[config.mk]
export PLATFORM = sky130hd
export DESIGN_NAME = seq_mul_add
export DESIGN_NICKNAME = d
export VERILOG_FILES = /design/src/rtl/seq_mul_add.sv
export SDC_FILE = /design/constraint.sdc
export NUM_CORES = 1
export LEC_CHECK = 0
export BUFFER_PORTS_ARGS = -buffer_cell sky130_fd_sc_hd__buf_2
export CORE_UTILIZATION = 55
export DETAILED_ROUTE_END_ITERATION = 10
export GPL_ROUTABILITY_DRIVEN = 0
export PLACE_DENSITY = 0.83
export SLEW_MARGIN = 20
export SYNTH_ARGS = -nofsm -noshare
export SYNTH_HDL_FRONTEND = slang
export SYNTH_SLANG_ARGS = --single-unit
export TNS_END_PERCENT = 100
[constraint.sdc]
create_clock -name clk -period 3.05 [get_ports clk]
set_input_delay 0 -clock clk [delete_from_list [all_inputs] [get_ports clk]]
set_output_delay 0 -clock clk [all_outputs]
set_load 0.005 [all_outputs]
[src/rtl/seq_mul_add.sv]
// Iterative shift-add multiply-accumulate: p = q*d + r.
// One multiplier bit per clock, fixed DW-cycle latency.
module seq_mul_add #(
  parameter int QW = 8,
  parameter int DW = 4
) (
  input  logic             clk,
  input  logic             rst,
  input  logic             start,
  input  logic [QW-1:0]    q,
  input  logic [DW-1:0]    d,
  input  logic [DW-1:0]    r,
  output logic [QW+DW-1:0] p,
  output logic             busy,
  output logic             done,
  output logic             r_err
);

  localparam int PW = QW + DW;
  localparam int CW = (DW > 1) ? $clog2(DW) : 1;
  localparam logic [CW-1:0] LAST = CW'(DW - 1);

  typedef enum logic [1:0] {
    IDLE = 2'd0,
    RUN  = 2'd1,
    DONE = 2'd2
  } state_t;

  state_t          state_q, state_d;
  logic [PW-1:0]   mcand_q, mcand_d;
  logic [DW-1:0]   mplier_q, mplier_d;
  logic [PW-1:0]   acc_q, acc_d;
  logic [PW-1:0]   acc_sum;
  logic            err_q, err_d;
  logic [CW-1:0]   cnt_q, cnt_d;
  logic [PW-1:0]   p_q, p_d;
  logic            busy_q, busy_d;
  logic            done_q, done_d;
  logic            rerr_q, rerr_d;

  // Next-state, datapath step and result capture.
  always_comb begin
    state_d  = state_q;
    mcand_d  = mcand_q;
    mplier_d = mplier_q;
    acc_d    = acc_q;
    err_d    = err_q;
    cnt_d    = cnt_q;
    p_d      = p_q;
    busy_d   = busy_q;
    done_d   = 1'b0;
    rerr_d   = rerr_q;
    acc_sum  = mplier_q[0] ? acc_q + mcand_q : acc_q;
    unique case (state_q)
      IDLE, DONE: begin
        if (start) begin
          mcand_d  = {{DW{1'b0}}, q};
          mplier_d = d;
          acc_d    = {{QW{1'b0}}, r};
          err_d    = (r >= d);
          cnt_d    = '0;
          busy_d   = 1'b1;
          state_d  = RUN;
        end else begin
          state_d  = IDLE;
        end
      end
      RUN: begin
        acc_d    = acc_sum;
        mcand_d  = mcand_q << 1;
        mplier_d = mplier_q >> 1;
        cnt_d    = cnt_q + CW'(1);
        if (cnt_q == LAST) begin
          p_d     = acc_sum;
          rerr_d  = err_q;
          done_d  = 1'b1;
          busy_d  = 1'b0;
          state_d = DONE;
        end
      end
      default: state_d = IDLE;
    endcase
  end

  // State and datapath registers; reset discards any op in flight.
  always_ff @(posedge clk) begin
    if (rst) begin
      state_q  <= IDLE;
      mcand_q  <= '0;
      mplier_q <= '0;
      acc_q    <= '0;
      err_q    <= 1'b0;
      cnt_q    <= '0;
      p_q      <= '0;
      busy_q   <= 1'b0;
      done_q   <= 1'b0;
      rerr_q   <= 1'b0;
    end else begin
      state_q  <= state_d;
      mcand_q  <= mcand_d;
      mplier_q <= mplier_d;
      acc_q    <= acc_d;
      err_q    <= err_d;
      cnt_q    <= cnt_d;
      p_q      <= p_d;
      busy_q   <= busy_d;
      done_q   <= done_d;
      rerr_q   <= rerr_d;
    end
  end

  assign p     = p_q;
  assign busy  = busy_q;
  assign done  = done_q;
  assign r_err = rerr_q;

endmodule

==> reports/metrics.cfg <==
[run_status]
status=finished with violations
violations=hold timing

[finish]
fillCellCount=376
num_antenna_cells=0
syn2layout_area_growth_pct=16.6
ff_latch_area_um2=961
fin_util_pct=66.9
drive_gt1_share_pct=15.1
finalInstanceArea_mm2=0.00293
nets=379
multi_input_area_mm2=0.00144

[power]
p_leak_nw=1.20
p_seq_share_pct=49.6
net-switching-power_mw=0.330
p_int_mw=1.01
switching_share_pct=24.7
max-vdd-ir-drop_mv=0.253
p_per_area_mw_per_mm2=456
combPwrFrac_pct=12.8
power_frac_clock_pct=37.6

[timing]
skew_ns=0.00715
hold_ws_ns=-0.00280
drv_slew=0
timing.final.ws_setup_ns=0.785
fin_setup_tns_ns=0
min_period_ns=2.27
max_freq_ghz=0.441
post-route-period-util_pct=74.3
setup_violations=0
relSlewSlack_pct=56.2
rsz0062_at_grt=no
hold_viol=1
tightest_slew_ns=0.655

[floorplanning]
chipWidth_um=69.6
rows=24
initial_core_util_pct=57.3
core_mm2=0.00438
die_h_um=69.6
io-pin-count=34
die_area_mm2=0.00484

[global_routing]
antenna_found_initial=0
grt_pass1_vias=2242
grt_max_degree=25
grt_overflow_total=0
grt_pass1_wl_um=10400
grtUsageTotal_pct=26.7

[critical_path]
cpPeakStageDelay_ns=0.37
crit_path_start_kind=register
critPathMaxFanout=4
end_kind=register
slowest_stage=o2111ai_1
worstPathArrival_ns=2.47
path_class=reg -> reg
worstPathCellList=ha_1 -> a21o_1 -> and4_4 -> o2111ai_1 -> a21boi_0 -> or3_1 -> a31o_2
r2r_slack_ns=0.78
worstPathRequired_ns=3.25

[routing]
drt_iter0_drc=247
wl_per_cell_um=15.9
ant_nets=0
via_count=2436
first_pass_iters=4
via_per_inst=6.15
route.detailed.drc=0
routed_wl_um=6300

[clock_tree]
cts_buffers=5
cts_tree=done
clockBufferDepth=2
clock_sinks=48
post_cts_buffers=0
cts_resized=0
cts-root-buf=clkbuf_8
cts_max_level=2
clk_pin_slew_worst_paths_ns=0.09
clk_latency_ns=0.30

[placement]
numPortBuffers=33
placed_cell_area_mm2=0.00273
dpl.hpwl_um=4270
dp_worst_setup_slack_ns=0.832

[yosys]
async_flop_share_pct=0
yosysWarnings=0
synth.most_common_cell=dfxtp_1
yosysSeqAreaShare_pct=38.2
synthCells=307
synth_area_per_cell_um2=8.19
ys_ff_latch=48
synth_top_cell_by_area=dfxtp_1
yosys_most_used_dff=dfxtp_1
yosys-top-cells-area=dfxtp_1 38%, ha_1 8.0%, a21oi_1 6.8%, a22oi_1 5.7%, nor2_1 4.6%
synth-edff-count=0
syn_area_mm2=0.00251
yosysUniqueCellTypes=44
synth_nets=343
synth_top_area_share_pct=38.2
synth_common_cells=48 x dfxtp_1, 34 x a21oi_1, 31 x nor2_1

[job]
cap_viol_max_count=0

[worst_hold_path]
hp-class=in -> reg

-- per-stage QoR --
step | std cells | power, mW
6_report | 396 | 1.34
4_1_cts | 396 | 1.33
3_5_place_dp | 380 | 0.836
3_3_place_gp | 380 | 0.832
2_1_floorplan | 307 | 0.785
5_1_grt | 396 | 1.38
-- worst paths after layout --
check / cells past startpoint / startpoint / end
setup reg to reg: 7 / mcand_q[1] / acc_q[9]
hold / removal: 3 / q[3] / mcand_q[3]
setup / recovery: 7 / mcand_q[1] / acc_q[9]
hold reg to reg: 2 / err_q / r_err
-- state kept, by name (all words and copies together) (netlist names) --
| register | count |
|---|---|
| p | 12 |
| busy | 1 |
| err_q | 1 |
| state_q | 2 |
| r_err | 1 |
| done | 1 |
| acc_q | 12 |
| mcand_q | 12 |
| cnt_q | 2 |
| mplier_q | 4 |
-- layout make-up --
cell class                      count  share of cell area (%)
Timing Repair Buffer               48                    10.2
Inverter                           11                    1.41
Clock buffer                        7                    3.29
Tap cell                           52                    2.22
Sequential cell                    48                    32.8
Clock inverter                      1                    1.02
Multi-Input combinational cell    229                    49.1
-- critical path, delay by kind of cell (launching register included) --
| kind | cells | cell delay (ns) |
|---|---|---|
| AOI/OAI and AO/OA | 4 | 0.98 |
| adders and majority gates | 1 | 0.30 |
| DFF | 1 | 0.35 |
| and+or+nand+nor | 2 | 0.53 |
-- cells by family after synthesis --
kind of cell | count (synthesis) | synth area share, %
buffers and inverters | 30 | 4.48
adder cells (fa/ha/maj) | 17 | 8.76
AND/OR/NAND/NOR | 98 | 18.7
flip-flops | 48 | 38.2
XOR/XNOR | 2 | 0.697
multiplexers | 2 | 0.846
AO/OA/AOI/OAI | 110 | 28.3
-- cell usage in the layout, fill, tap and decap left out, types with 8 or more instances in the layout --
| cell type | instances |
|---|---|
| dfxtp_1 | 48 |
| a21oi_1 | 34 |
| buf_2 | 33 |
| nor2_1 | 31 |
| nand2_1 | 27 |
| a22oi_1 | 19 |
| ha_1 | 16 |
| o21ai_0 | 15 |
| inv_1 | 11 |
| dlygate4sd3_1 | 8 |
-- per-layer routing --
metal | track usage (%) | part of all wire (%)
met4 | 8.84 | 2.0
met5 | 0 | 0
met2 | 46.0 | 48
met3 | 4.36 | 5.7
met1 | 33.7 | 44
-- timing repair --
action / in CTS / in global routing
endpoints found under the hold margin: 8 / 0
hold buffers: 8 / 0
setup endpoints to repair: 0 / 0
-- power groups by stage --
stage / Clock (mW) / Sequential (mW) / Combinational (mW)
after floorplan: 0 / 0.674 / 0.111
after detailed placement: 0 / 0.677 / 0.160
after CTS: 0.502 / 0.662 / 0.169
final: 0.502 / 0.662 / 0.171
after global placement: 0 / 0.675 / 0.156
after global routing: 0.531 / 0.665 / 0.188
(Power assumes the default switching activity.)
